$ cat src/rtl/store_buffer.sv
// Posted-write store buffer between the core store path and word-addressed DM.
// Optional define STORE_BUFFER_COALESCE_EN merges a store into the youngest entry on address match.
module store_buffer #(
    parameter int unsigned DEPTH = 4,
    parameter int unsigned PTR_W = 2
) (
    input  logic         clk,
    input  logic         rst,
    input  logic         st_valid,
    input  logic [13:2]  st_addr,
    input  logic [31:0]  st_data,
    input  logic [31:0]  st_pc,
    output logic         st_ready,
    input  logic [13:2]  ld_addr,
    output logic         ld_hit,
    output logic [31:0]  ld_data,
    input  logic         mem_hold,
    output logic         mem_str,
    output logic [13:2]  mem_A,
    output logic [31:0]  mem_D,
    output logic [31:0]  mem_pc,
    output logic         empty
);

    logic [13:2]      addr_q [DEPTH];
    logic [31:0]      data_q [DEPTH];
    logic [31:0]      pc_q   [DEPTH];
    logic [PTR_W-1:0] head;
    logic [PTR_W-1:0] tail;
    logic [PTR_W:0]   count;

    logic             full;
    logic             enq;
    logic             coalesce;
    logic [PTR_W-1:0] slot;

`ifdef STORE_BUFFER_COALESCE_EN
    logic [PTR_W-1:0] youngest;
    assign youngest = tail - PTR_W'(1);
`endif

    assign full  = (count == (PTR_W+1)'(DEPTH));
    assign empty = (count == '0);

    assign mem_A  = addr_q[head];
    assign mem_D  = data_q[head];
    assign mem_pc = pc_q[head];

    always_comb begin
        mem_str  = !empty && !mem_hold;
        coalesce = 1'b0;
`ifdef STORE_BUFFER_COALESCE_EN
        // A lone head entry leaving this cycle cannot absorb the store; it must allocate.
        coalesce = st_valid && !empty && (addr_q[youngest] == st_addr)
                   && !((count == (PTR_W+1)'(1)) && mem_str);
`endif
        st_ready = !full || coalesce;
        enq      = st_valid && st_ready && !coalesce;
    end

    always_ff @(posedge clk or negedge rst) begin
        if (!rst) begin
            head  <= '0;
            tail  <= '0;
            count <= '0;
        end else begin
            if (enq) begin
                tail <= tail + PTR_W'(1);
            end
            if (mem_str) begin
                head <= head + PTR_W'(1);
            end
            if (enq && !mem_str) begin
                count <= count + (PTR_W+1)'(1);
            end else if (!enq && mem_str) begin
                count <= count - (PTR_W+1)'(1);
            end
        end
    end

    always_ff @(posedge clk) begin
        if (enq) begin
            addr_q[tail] <= st_addr;
            data_q[tail] <= st_data;
            pc_q[tail]   <= st_pc;
        end
`ifdef STORE_BUFFER_COALESCE_EN
        else if (coalesce) begin
            data_q[youngest] <= st_data;
            pc_q[youngest]   <= st_pc;
        end
`endif
    end

    // Scan oldest to youngest so the last match written is the youngest.
    always_comb begin
        ld_hit  = 1'b0;
        ld_data = '0;
        slot    = '0;
        for (int unsigned i = 0; i < DEPTH; i++) begin
            slot = head + PTR_W'(i);
            if (((PTR_W+1)'(i) < count) && (addr_q[slot] == ld_addr)) begin
                ld_hit  = 1'b1;
                ld_data = data_q[slot];
            end
        end
    end

endmodule
$ cat config.mk
export PLATFORM = sky130hd
export DESIGN_NAME = store_buffer
export DESIGN_NICKNAME = d
export VERILOG_FILES = /design/src/rtl/store_buffer.sv
export SDC_FILE = /design/constraint.sdc
export NUM_CORES = 1
export LEC_CHECK = 0
export ABC_AREA = 0
export CORE_MARGIN = 2
export CORE_UTILIZATION = 45
export DETAILED_ROUTE_END_ITERATION = 8
export GPL_ROUTABILITY_DRIVEN = 0
export PLACE_DENSITY_LB_ADDON = 0.12
export SETUP_SLACK_MARGIN = 0.3
export SYNTH_ARGS = -nofsm -noshare
export SYNTH_HDL_FRONTEND = slang
export SYNTH_SLANG_ARGS = --single-unit
$ cat constraint.sdc
create_clock -name clk -period 7.76 [get_ports clk]
set_input_delay 1.552 -clock clk [delete_from_list [all_inputs] [get_ports clk]]
set_output_delay 1.552 -clock clk [all_outputs]
set_load 0.1 [all_outputs]
# [After elaboration in Yosys (flattened, before gate mapping)]
# Memory sizes are Yosys's and may differ from the RTL's.
# Cells that the tools add are included.
[op_classes] n_addsub=6 mul=0 div_mod_pow=0 magnitude_cmp=4 n_eq_ne=5 shifts=0 muxes=12 n_bitwise=0 reduce_logical=15
[op_table] cell="two-way mux 32 bit" count=4
[op_table] cell="equality test 12 bit" count=4
[op_table] cell="logical AND 1 bit" count=8
[op_table] cell="less-than comparator 1 x 3 -> 1 bit (first input constant)" count=2
[op_table] cell="less-than comparator 2 x 3 -> 1 bit (first input constant)" count=2
[op_table] cell="two-way mux 1 bit" count=6
[op_table] cell="two-way mux 3 bit" count=2
[op_table] cell="logical NOT 1 bit" count=5
[op_table] cell="adder 2 x 1 -> 2 bit (second input constant)" count=2
[op_table] cell="adder 2 bit (second input constant)" count=2
[op_table] cell="adder 3 x 1 -> 3 bit (second input constant)" count=1
[op_table] cell="equality test 3 bit (second input constant)" count=1
[op_table] cell="logical NOT 3 bit" count=1
[op_table] cell="subtractor 3 x 1 -> 3 bit (second input constant)" count=1
[op_table] cell="nonzero test 2 bit" count=1
[totals] regBits=7 latch_bits=0 mem_bits_rw=304 mem_bits_ro=0 in_bits=92 out_inout_bits=112 elab_cells=48 n_memories=3
[mem_list] memory="data_q" depth=4 width=32 rd=4 rd_ports_with_merged_regs=0 write_ports=1 line="26" source="logic [31:0] data_q [DEPTH];"
[mem_list] memory="pc_q" depth=4 width=32 rd=1 rd_ports_with_merged_regs=0 write_ports=1 line="27" source="logic [31:0] pc_q [DEPTH];"
[mem_list] memory="addr_q" depth=4 width=12 rd=4 rd_ports_with_merged_regs=0 write_ports=1 line="25" source="logic [13:2] addr_q [DEPTH];"

# [Longest topological paths before layout]
[logic_depth] depth_word=7 mapped_depth=15 depth_no_buf=9

# [Worst setup path after synthesis]
# OpenSTA, ideal clock, no wires.
[synth_path] path_kind="register to output" start="register head[1]" end="output port ld_data[31]" t_arrival_ns=5.595 t_required_ns=6.208 path_slack_ns=0.613 path_stages_with_launch=15 n_path_buf=6 path_cell_list="dfrtp_1 buf_6 buf_12 buf_8 buf_6 buf_6 mux2i_1 mux2i_1 xor2_1 nor4_1 nor4b_4 buf_2 nand3_1 and3b_1 a21oi_1"
[synth_via] elab_chain_len=7 word_cells_on_any_way=17 cone_classes="3 x add/sub; 4 x eq/ne; 4 x mux; 4 x reduce/logical; 2 x memory"
[synth_rtl] item="start: declaration" line="28" source="logic [PTR_W-1:0] head;"
[synth_rtl] item="start signal: assignment" line="71" source="head <= head + PTR_W'(1);"
[synth_rtl] item="memory read (4 x 12 bit)"
[synth_rtl] item="via mem_A, one bit" line="19" source="output logic [13:2] mem_A,"
[synth_rtl] item="equality test 12 bit" line="102" source="if (((PTR_W+1)'(i) < count) && (addr_q[slot] == ld_addr)) begin"
[synth_rtl] item="logical AND 1 bit" line="102"
[synth_rtl] item="two-way mux 32 bit (4 in a row)" line="102"
[synth_rtl] item="end: declaration" line="16" source="output logic [31:0] ld_data,"
# The timed path passes the listed nets, and every way through them passes these cells.

# [Final worst setup path]
[layout_path] start="input port ld_addr[2] (netlist name)" end="output port ld_data[22]"
[layout_via] elab_chain_len=6 word_cells_on_any_way=12 cone_classes="4 x eq/ne; 4 x mux; 4 x reduce/logical"
[layout_rtl] item="start: declaration" line="14" source="input logic [13:2] ld_addr,"
[layout_rtl] item="equality test 12 bit" line="102"
[layout_rtl] item="logical AND 1 bit" line="102"
[layout_rtl] item="two-way mux 32 bit (3 in a row)" line="102"
[layout_rtl] item="two-way mux 32 bit *" line="102"
# Mark *: on every way between the ends. The rest lies on a longest branch, timed or not.

==> results by stage <==
Status:
- The flow ran to the end, and the final reports show no timing, DRC or antenna violations.

Global route:
- The first global-routing pass estimated 62.4 mm of wire.
- The pin count of the biggest net entering global routing is 132.
- The number of antenna violations at the first check in global routing came to 4.
- Global routing used 21.2% of the available tracks across all layers.
- The total overflow left after global routing is 0.
- The global routing stage identified its most utilized layer as met2.
- The via count of the first global-routing pass is 10900.
- The met2 track demand over resource is 35.4%.
- Global routing used 4.99% of the available met3 tracks.
- Global routing consumed, on the met1 layer, 27.9% of the routing resources.

Hold path:
- The type of the most critical hold path is reg -> reg.
- The startpoint identified for the worst hold timing path is count[0].
- The endpoint with the worst hold slack is count[0].
- The hold path depth is 1.

Routing:
- The total wire length is 40.6 mm.
- The number of nets with antenna violations after detailed routing is 0.
- The first-pass detailed-route iteration total is 6.
- The first routing iteration left 688 violations.
- Using the TritonRoute via totals, the vias-per-cell ratio works out to 5.70.
- The count of unresolved DRC violations after routing is 0.
- The total via count after detailed routing is 11000.
- Dividing the detail-routed wire length by the instance count gives 21.1 um.

Synthesis:
- The combined area of all synthesized cells is 16400 um^2.
- The fraction of synthesized cell area taken by the top area cell type is 55.6%.
- The cell accounting for the most synthesized area is sky130_fd_sc_hd__edfxtp_1.
- Yosys printed 0 warnings.
- The mean instance size in the synthesized netlist is 12.9 um^2.
- The net count after synthesis is 1369.
- Among all flip-flop cells after synthesis, the most frequent one is sky130_fd_sc_hd__edfxtp_1.
- After technology mapping, the gate count stands at 1268.
- Of all flip-flops after synthesis, the portion carrying an async set or reset was 2.25%.
- Sequential elements use 56.7% of the synthesized area.
- In this run, synthesis inferred 304 flip-flops with an integrated enable.
- The number of distinct library cells after synthesis is 49.
- In this run, synthesis produced a sequential element count of 311.
- In the post-synthesis netlist, the biggest area contributors are sky130_fd_sc_hd__edfxtp_1 56%, sky130_fd_sc_hd__mux2i_1 12%, sky130_fd_sc_hd__mux4_2 5.1%, sky130_fd_sc_hd__a21oi_1 3.2%, sky130_fd_sc_hd__mux2_2 2.7%.

STA:
- The final worst-path cycle share is 89.1%.
- Summed over all failing endpoints, the final setup total negative slack is 0 ps.
- Clock skew on the completed layout was measured at 23.9 ps.
- The number of hold violations in the final report is 0.
- For this run, the top clock speed supported by timing is 145 MHz.
- The shortest period the worst path allows is 6910 ps.
- The slew at the pin closest to its max-slew limit is 1060 ps.
- Setup repair after global routing left no endpoint under its margin.
- The max-slew violation count came to 0.
- Setup violations remaining at the end of the flow were counted as 0.
- The worst pin sits at a relative slew slack of 29.0%.

CTS:
- The clock slew at the register clock pins of the worst setup and hold paths is 60 ps.
- The cts-stage hold buffer count is 0.
- Clock tree synthesis found a total of 311 sinks.
- The latest clock arrival within the worst-skew pair is 530 ps.
- The root buffer cell is sky130_fd_sc_hd__clkbuf_16.
- The number of levels in the clock H-tree is 2.
- The post-CTS setup buffer count is 0.
- The number of buffers created by CTS is 36.
- The number of buffers on the longest clock path is 3.
- TritonCTS built the clock tree.
- Post-CTS repair changed the size of 0 cells.

Critical path:
- The most numerous cell on the critical path is sky130_fd_sc_hd__or4_1.
- For this run, the slowest stage of the critical path takes 690 ps.
- The data arrival time of the critical path is 5360 ps.
- By startpoint and endpoint, the worst setup path is classified as in -> out.
- The reg2reg setup slack is 5070 ps.
- The worst register-to-register path begins at count[0].
- The endpoint kind of the worst setup timing path is a primary output.
- On the critical path, the stage with the largest delay is an instance of sky130_fd_sc_hd__clkdlybuf4s50_1.
- Walking the worst path, the cells encountered are clkdlybuf4s50_1 -> xor2_1 -> a32oi_1 -> or4_1 -> or4_1 -> nand2_1 -> buf_4 -> o21ai_1 -> a21oi_2 -> buf_12.
- The category of the worst setup path launch point is an input pin.
- For the worst flop-to-flop path, the logic depth is 5.
- The required time of the worst setup path is 6210 ps.
- The worst reg2reg path endpoint is data_q[1][3].
- Along the worst path, the maximum fanout reaches 18.

Finish:
- Summing all flip-flop and latch instances after layout gives 9310 um^2.
- The post-synthesis to final-layout area growth is 23.5%.
- The net count of the finished layout is 1535.
- The post-layout instance area is 20300 um^2.
- The layout has 2953 filler cells.
- Summing all multi-input logic gate instances after layout gives 6650 um^2.
- The proportion of layout cells with a drive suffix above 1 is 15.2%.
- For this run, the share of the core covered by cells in the final layout is 56.7%.

Placed design:
- The count of port buffers added during placement is 203.
- The HPWL after detailed placement is 25.1 mm.
- The cell area reported after detailed placement is 19100 um^2.

Job:
- The number of max-cap violations is 0.

Floorplanning:
- For this design the top-level I/O count stands at 204.
- The floorplan step defined a die boundary enclosing 38000 um^2.
- The die span in y is 195 um.
- The placement row count is 69.
- The starting density of the core is 45.9%.
- In this run the horizontal extent of the chip is 195 um.
- The region available for standard cell placement spans 35700 um^2.
-- kinds of logic (layout without fill, tap and decap cells) --
group | count (synthesis) | count (layout) | synth area share, %
flops | 311 | 311 | 56.7
simple gates | 288 | 288 | 8.97
mux | 274 | 274 | 19.8
compound gates | 230 | 230 | 8.08
buf+inv | 105 | 297 | 3.02
xor+xnor | 51 | 51 | 2.72
fa+ha+maj | 9 | 9 | 0.686
other cells | 0 | 2 | 0
-- cells in the final DEF (no fill, tap or decap), drive strengths merged, types with 5 or more instances in the layout --
cell type and count:
nor2 76, o21ai 71, dfrtp 7, mux2i 195
inv 14, clkbuf 39, xnor2 39, buf 51
nor3 9, nand2 76, nor4 8, and3 36
xor2 12, mux2 42, nand3 38, clkinv 17
a21oi 135, ha 9, mux4 37, and3b 32
clkdlybuf4s50 170, edfxtp 304, bufinv 5
-- flip-flops by register name, summed over array words and instances, names as in the netlist --
name	cells
tail	2
count	3
addr_q	48
pc_q	128
data_q	128
head	2
-- worst max path at each step --
| stage | from | endpoint | slack [ps] |
|---|---|---|---|
| finish | ld_addr[2] | ld_data[22] | 850 |
| global route | ld_addr[12] | ld_data[20] | 640 |
| CTS | ld_addr[2] | ld_data[26] | 870 |
| detailed placement | ld_addr[2] | ld_data[26] | 880 |
| global placement | ld_addr[12] | ld_data[22] | 950 |
| floorplan | head[1] | ld_data[31] | 610 |
-- synthesized netlist by cell type (32+ instances only) --
cell type,instances
sky130_fd_sc_hd__nand3_1,38
sky130_fd_sc_hd__o21ai_0,42
sky130_fd_sc_hd__nor2_1,76
sky130_fd_sc_hd__edfxtp_1,304
sky130_fd_sc_hd__mux4_2,37
sky130_fd_sc_hd__mux2i_1,195
sky130_fd_sc_hd__mux2_2,40
sky130_fd_sc_hd__a21oi_1,106
sky130_fd_sc_hd__nand2_1,76
sky130_fd_sc_hd__xnor2_1,39
sky130_fd_sc_hd__and3_1,36
sky130_fd_sc_hd__clkbuf_1,54
sky130_fd_sc_hd__and3b_1,32
-- stage by stage --
stage / hold WS [ps] / worst slack, ps / std cells
after floorplan: 514 / 613 / 1268
after global placement: 562 / 948 / 1857
after detailed placement: 580 / 884 / 1857
after CTS: 588 / 866 / 1921
after global routing: 614 / 638 / 1922
final: 595 / 847 / 1923
-- critical path: cells and delay by family --
kind	cells	cell delay (ps)
buf+inv	3	1210
xor+xnor	1	210
simple gates	3	1840
compound gates	3	510
-- final cells by class --
class | instances | area share, %
diodes | 2 | 0.0247
flip-flops and latches | 311 | 45.9
multi-input cells | 852 | 32.8
well taps | 461 | 2.85
repair buffers | 221 | 12.3
clock inverters | 25 | 1.33
inverters | 12 | 0.235
clock buffers | 39 | 4.50
-- layer usage --
metal | vias to the layer above | routed length, um | share of wire (%)
met5 | - | 26 | 0.064
met4 | 4 | 806 | 2.0
met3 | 61 | 2870 | 7.1
met2 | 312 | 19500 | 48
met1 | 5405 | 17400 | 43
li1 | 5175 | - | -
Power is left out: the tool's default activity adds up to more than one toggle a clock period on the data nets, which glitch-free logic cannot reach.
